File: src/rtl/apb_host_bridge_pkg.sv
// rtl/apb_host_bridge_pkg.sv - shared types and widths for the APB host bridge
package apb_host_bridge_pkg;

    localparam int APB_DATA_W   = 32;
    localparam int APB_TO_CNT_W = 16;

    typedef enum logic [1:0] {
        IDLE   = 2'd0,
        SETUP  = 2'd1,
        ACCESS = 2'd2
    } apb_state_e;

endpackage

File: src/rtl/apb_wait_timer.sv
// rtl/apb_wait_timer.sv - ACCESS wait-state counter with limit compare
// Ports: clk_i/rst_i clock and sync active-high reset; clr_i zeroes the count;
//        en_i counts one wait cycle; limit_i compare value; expired_o count == limit.
module apb_wait_timer
    import apb_host_bridge_pkg::*;
(
    input  logic                    clk_i,
    input  logic                    rst_i,
    input  logic                    clr_i,
    input  logic                    en_i,
    input  logic [APB_TO_CNT_W-1:0] limit_i,
    output logic                    expired_o
);

    logic [APB_TO_CNT_W-1:0] cnt;

    always_ff @(posedge clk_i) begin
        if (rst_i || clr_i) begin
            cnt <= '0;
        end else if (en_i && (cnt != '1)) begin
            // Saturate so a stalled compare can never wrap back below the limit.
            cnt <= cnt + 1'b1;
        end
    end

    assign expired_o = (cnt == limit_i);

endmodule

File: src/rtl/apb_host_bridge.sv
// rtl/apb_host_bridge.sv - req/gnt host port to single-slave APB3 master bridge
// Optional watchdog: define APB_HOST_BRIDGE_TIMEOUT_EN to abort ACCESS after
// TIMEOUT_CYCLES wait states with an error response.
// Ports: clk_i, rst_i (sync active-high); host side req_i/we_i/addr_i/wdata_i,
//        gnt_o, rvalid_o/rdata_o/err_o; APB side paddr_o/pwdata_o/pwrite_o/
//        psel_o/penable_o, prdata_i/pready_i/pslverr_i.
module apb_host_bridge
    import apb_host_bridge_pkg::*;
#(
    parameter int PADDR_W        = 12,
    parameter int TIMEOUT_CYCLES = 255
) (
    input  logic                  clk_i,
    input  logic                  rst_i,
    input  logic                  req_i,
    input  logic                  we_i,
    input  logic [31:0]           addr_i,
    input  logic [APB_DATA_W-1:0] wdata_i,
    output logic                  gnt_o,
    output logic                  rvalid_o,
    output logic [APB_DATA_W-1:0] rdata_o,
    output logic                  err_o,
    output logic [PADDR_W-1:0]    paddr_o,
    output logic [APB_DATA_W-1:0] pwdata_o,
    output logic                  pwrite_o,
    output logic                  psel_o,
    output logic                  penable_o,
    input  logic [APB_DATA_W-1:0] prdata_i,
    input  logic                  pready_i,
    input  logic                  pslverr_i
);

    apb_state_e state, state_next;
    logic       xfer_done;
    logic       xfer_abort;

    // Decode of the upper address bits belongs to the interconnect.
    logic unused_addr;
    assign unused_addr = ^addr_i[31:PADDR_W];

    assign xfer_done = (state == ACCESS) && pready_i;

`ifdef APB_HOST_BRIDGE_TIMEOUT_EN
    logic to_expired;

    apb_wait_timer u_wait_timer (
        .clk_i     (clk_i),
        .rst_i     (rst_i),
        .clr_i     (state == SETUP),
        .en_i      ((state == ACCESS) && !pready_i),
        .limit_i   (APB_TO_CNT_W'(TIMEOUT_CYCLES)),
        .expired_o (to_expired)
    );

    // A ready arriving on the limit cycle wins: that is a normal completion.
    assign xfer_abort = (state == ACCESS) && !pready_i && to_expired;
`else
    assign xfer_abort = 1'b0;
`endif

    // State register
    always_ff @(posedge clk_i) begin
        if (rst_i) begin
            state <= IDLE;
        end else begin
            state <= state_next;
        end
    end

    // Next-state logic
    always_comb begin
        state_next = state;
        case (state)
            IDLE:    if (gnt_o) state_next = SETUP;
            SETUP:   state_next = ACCESS;
            ACCESS:  if (xfer_done || xfer_abort) state_next = IDLE;
            default: state_next = IDLE;
        endcase
    end

    // State-decoded outputs
    always_comb begin
        gnt_o     = 1'b0;
        psel_o    = 1'b0;
        penable_o = 1'b0;
        case (state)
            IDLE:    gnt_o = req_i && !rst_i;
            SETUP:   psel_o = 1'b1;
            ACCESS: begin
                psel_o    = 1'b1;
                penable_o = 1'b1;
            end
            default: ;
        endcase
    end

    // Request capture and one-cycle response
    always_ff @(posedge clk_i) begin
        if (rst_i) begin
            paddr_o  <= '0;
            pwdata_o <= '0;
            pwrite_o <= 1'b0;
            rvalid_o <= 1'b0;
            rdata_o  <= '0;
            err_o    <= 1'b0;
        end else begin
            if (gnt_o) begin
                paddr_o  <= addr_i[PADDR_W-1:0];
                pwdata_o <= wdata_i;
                pwrite_o <= we_i;
            end
            rvalid_o <= xfer_done || xfer_abort;
            rdata_o  <= (xfer_done && !pwrite_o) ? prdata_i : '0;
            err_o    <= xfer_done ? pslverr_i : xfer_abort;
        end
    end

endmodule
File: config.mk
export PLATFORM = sky130hd
export DESIGN_NAME = apb_host_bridge
export DESIGN_NICKNAME = d
export VERILOG_FILES = /design/src/rtl/apb_host_bridge_pkg.sv /design/src/rtl/apb_wait_timer.sv /design/src/rtl/apb_host_bridge.sv
export SDC_FILE = /design/constraint.sdc
export NUM_CORES = 1
export LEC_CHECK = 0
export CORE_ASPECT_RATIO = 1.25
export CORE_MARGIN = 2
export CORE_UTILIZATION = 35
export DETAILED_ROUTE_END_ITERATION = 7
export PLACE_DENSITY = 0.85
export SLEW_MARGIN = 0
export SYNTH_ARGS = -nofsm -noshare
export SYNTH_HDL_FRONTEND = slang
export SYNTH_HIERARCHICAL = 1
export SYNTH_SLANG_ARGS = --single-unit
File: constraint.sdc
create_clock -name clk_i -period 2.61 [get_ports clk_i]
set_input_delay 0.783 -clock clk_i [delete_from_list [all_inputs] [get_ports clk_i]]
set_output_delay 0.783 -clock clk_i [all_outputs]
set_load 0.01 [all_outputs]
Word-level counts from Yosys, hierarchy flattened. Cells that the tools add are included.

Flip-flop bits (word level): 81. Output and inout port bits: 82.

Equality and inequality tests: 4. Muxes and demuxes: 6. Bitwise logic cells: 2. Reductions and logical operators: 10.

Operators by type and width (number): case mux 2 bit (3 select lines) (1); OR reduction 2 bit (3); 2-to-1 mux 2 bit (2); != test 2 bit, second input constant (2); logical AND 1 bit (3); 2-to-1 mux 1 bit (3); equality test 2 x 1 -> 1 bit, second input constant (1); equality test 2 bit, second input constant (1); zero test 1 bit (2); zero test 2 bit (1); inverter 1 bit (2); AND reduction 2 bit (1).

Longest topological paths before layout.
Word-level depth: 5. Gate-level depth with buffers: 6. Mapped depth without buffers: 5.

Worst setup path after synthesis. Ideal clock, no wire load.

Kind: input to output. Start: input rst_i. End: output gnt_o. Arrival time: 1.263 ns. Data required time: 1.827 ns. Setup slack: 0.564 ns. Stages on the path: 3. Cell sequence: nand3b_4 > buf_4 > inv_1.

Word-level cells in the longest chain between the ends: 3.

Ends and longest elaborated chain: from (decl) (line apb_host_bridge.sv:14) `input logic rst_i,`; zero test 1 bit (line apb_host_bridge.sv:87) `IDLE: gnt_o = req_i && !rst_i;`; logical AND 1 bit (line apb_host_bridge.sv:87); 2-to-1 mux 1 bit (line apb_host_bridge.sv:86) `case (state)`; to (decl) (line apb_host_bridge.sv:19) `output logic gnt_o,`.

Every way passes these cells.

Worst setup path after layout. Ends and elaborated chain as after synthesis.

==> results.json <==
{
  "p_sw_frac": 0.240,
  "rsz0062_at_grt": "false",
  "die_w_um": 84.2,
  "syn_avg_cell_area_um2": 9.91,
  "fin_cells": 545,
  "row_count": 36,
  "io_buffer_count": 163,
  "syn_area_um2": 2810,
  "cts_setup_buffers": 0,
  "layout-drive-gt1-share": 0.0489,
  "cts_tree": "yes",
  "crit_path_start_kind": "input port",
  "cts_resized": 1,
  "synth_top_area_frac": 0.576,
  "vias": 2440,
  "core_um2": 7790,
  "syn_nets": 389,
  "required_ns": 1.83,
  "path_class": "in2out",
  "setup_viol": 0,
  "drtIter0Drc": 67,
  "areaGrowthSynthToFinish_pct": 67.0,
  "synth-warning-count": 6,
  "min_path_type": "reg2reg",
  "crit_fanout": 2,
  "clock_latency_ns": 0.35,
  "critPathCaptureType": "primary output",
  "final_nets": 550,
  "htreeDepth": 3,
  "stdcell_area_um2": 4700,
  "vias_per_cell": 4.48,
  "synth_cells": 284,
  "yosysMostFrequentCell": "dfxtp_1",
  "setup_tns_ns": 0,
  "grt_max_degree": 91,
  "status": "finished clean",
  "grt_pass1_wl_um": 11400,
  "routed_wl_um": 6990,
  "antenna_found_initial": 0,
  "diodes": 0,
  "ioPinCount": 184,
  "dieArea_um2": 8780,
  "max_freq_mhz": 399,
  "place_ws_ns": -0.167,
  "place_area_um2": 4470,
  "maxSlewHeadroom": 0.448,
  "dp.cells": 529,
  "p_clk_frac": 0.364,
  "p_leak_uw": 0.00194,
  "yosys-top-cells-area": "dfxtp_1 (58%), nand3b_1 (12%), and2_1 (7.3%), o21ai_1 (6.9%), inv_1 (6.5%)",
  "async_reset_ff_frac": 0,
  "clk_pin_slew_ns": 0.08,
  "drc": 0,
  "hpwl_um": 5140,
  "synth_edf_count": 0,
  "slew_violations": 0,
  "synth_seq_cells": 81,
  "grt_usage": 0.162,
  "ir_drop_v": 0.000391,
  "max-cap-violations": 0,
  "utilization": 0.603,
  "comb_power_share": 0.157,
  "cts_num_sinks": 81,
  "hold_violations": 0,
  "place_congestion": 0.719,
  "grt_pass1_vias": 2409,
  "wl_per_cell_um": 12.8,
  "ys_types": 21,
  "start_util": 0.361,
  "root_buffer": "clkbuf_8",
  "ys_seq_area_frac": 0.576,
  "tightest_slew_ns": 0.827,
  "final.setup.worst_slack_ns": 0.104,
  "drtPass1Iterations": 4,
  "pwr-share-seq": 0.479,
  "fin_crit_ns": 2.51,
  "die_h_um": 104,
  "hold_buffers": 0,
  "synth_ff_type": "dfxtp_1",
  "synth_top_area_cell": "dfxtp_1",
  "p_int_uw": 2130,
  "ant_nets": 0,
  "power_switching_uw": 672,
  "cts.path.max_buffers": 2,
  "period_share": 0.960,
  "tritoncts.num_buffers": 9,
  "power_density_nw_per_um2": 597,
  "gr-total-overflow": 0,
  "synth_common_cells": "dfxtp_1 (81), inv_1 (49), nand3b_1 (45)",
  "clock_skew_ns": 0.00606,
  "worstPathArrival_ns": 1.72
}
## cells by family (layout without fill, tap and decap cells)
group	count (synthesis)	count (layout)	share of synthesized area
AND/OR/NAND/NOR	85	85	0.213
flip-flops	81	81	0.576
buffers and inverters	66	232	0.108
AO/OA/AOI/OAI	49	49	0.0889
adder cells (fa/ha/maj)	3	3	0.0133
## area by class of cell
class / instances / area, µm²
flip-flops and latches: 81 / 1620
clock inverters: 7 / 103
inverters: 49 / 184
well taps: 95 / 119
multi-input cells: 137 / 887
repair buffers: 167 / 1660
clock buffers: 9 / 124
fillers: 673 / 3090
## metal layers
| metal | vias to the layer above | wire, µm | share of wire | track usage |
|---|---|---|---|---|
| li1 | 1220 | - | - | - |
| met4 | 0 | 154 | 0.022 | 0.0668 |
| met1 | 1110 | 2590 | 0.37 | 0.167 |
| met5 | - | 0 | 0 | 0 |
| met2 | 95 | 3590 | 0.51 | 0.284 |
| met3 | 15 | 654 | 0.094 | 0.0683 |
## power by group through the flow
stage	Sequential (µW)	Combinational, µW	Clock, µW
after floorplan	1400	135	0
after global placement	1370	435	0
after detailed placement	1370	444	0
after CTS	1340	447	1060
after global routing	1350	479	1110
final	1340	441	1020
## flip-flops by register name, indices dropped and copies added (netlist names)
register  count
state         2
pwrite_o      1
paddr_o      12
rvalid_o      1
pwdata_o     32
rdata_o      32
err_o         1
## worst max-delay path, cell delays in order
cell	delay, ns
clkdlybuf4s50_1	0.48
nand3b_4	0.14
inv_1	0.04
dlygate4sd2_1	0.28
## placed cells by master, fill, tap and decap left out
cell type        instances
nand2b_1                 2
inv_1                   49
and2_1                  33
nor3_2                   1
nand3b_4                 1
clkinv_4                 2
o21ai_1                 39
nand3_1                  1
clkbuf_8                 9
ha_1                     3
nand3b_1                45
o21ai_0                  6
dlygate4sd2_1            1
a211oi_1                 1
dfxtp_1                 81
inv_6                    2
nand2_1                  1
clkinvlp_4               1
bufinv_16                2
clkdlybuf4s50_1        162
buf_4                    4
nor2_1                   1
a21oi_1                  2
a21o_1                   1
## stage by stage
| step | hold WS, ns | power, µW |
|---|---|---|
| after detailed placement | 0.469 | 1820 |
| after global routing | 0.514 | 2940 |
| after floorplan | 0.498 | 1540 |
| after global placement | 0.466 | 1800 |
| after CTS | 0.483 | 2850 |
| final | 0.483 | 2800 |
## path summary, 6_finish.rpt
kind         startpoint          end  slack, ns  cells past startpoint
max               rst_i        gnt_o       0.10                      4
min          paddr_o[9]   paddr_o[9]       0.48                      2
max reg2reg    state[0]  pwdata_o[6]       0.75                      6
min reg2reg  paddr_o[9]   paddr_o[9]       0.48                      2
(Power assumes the default switching activity.)
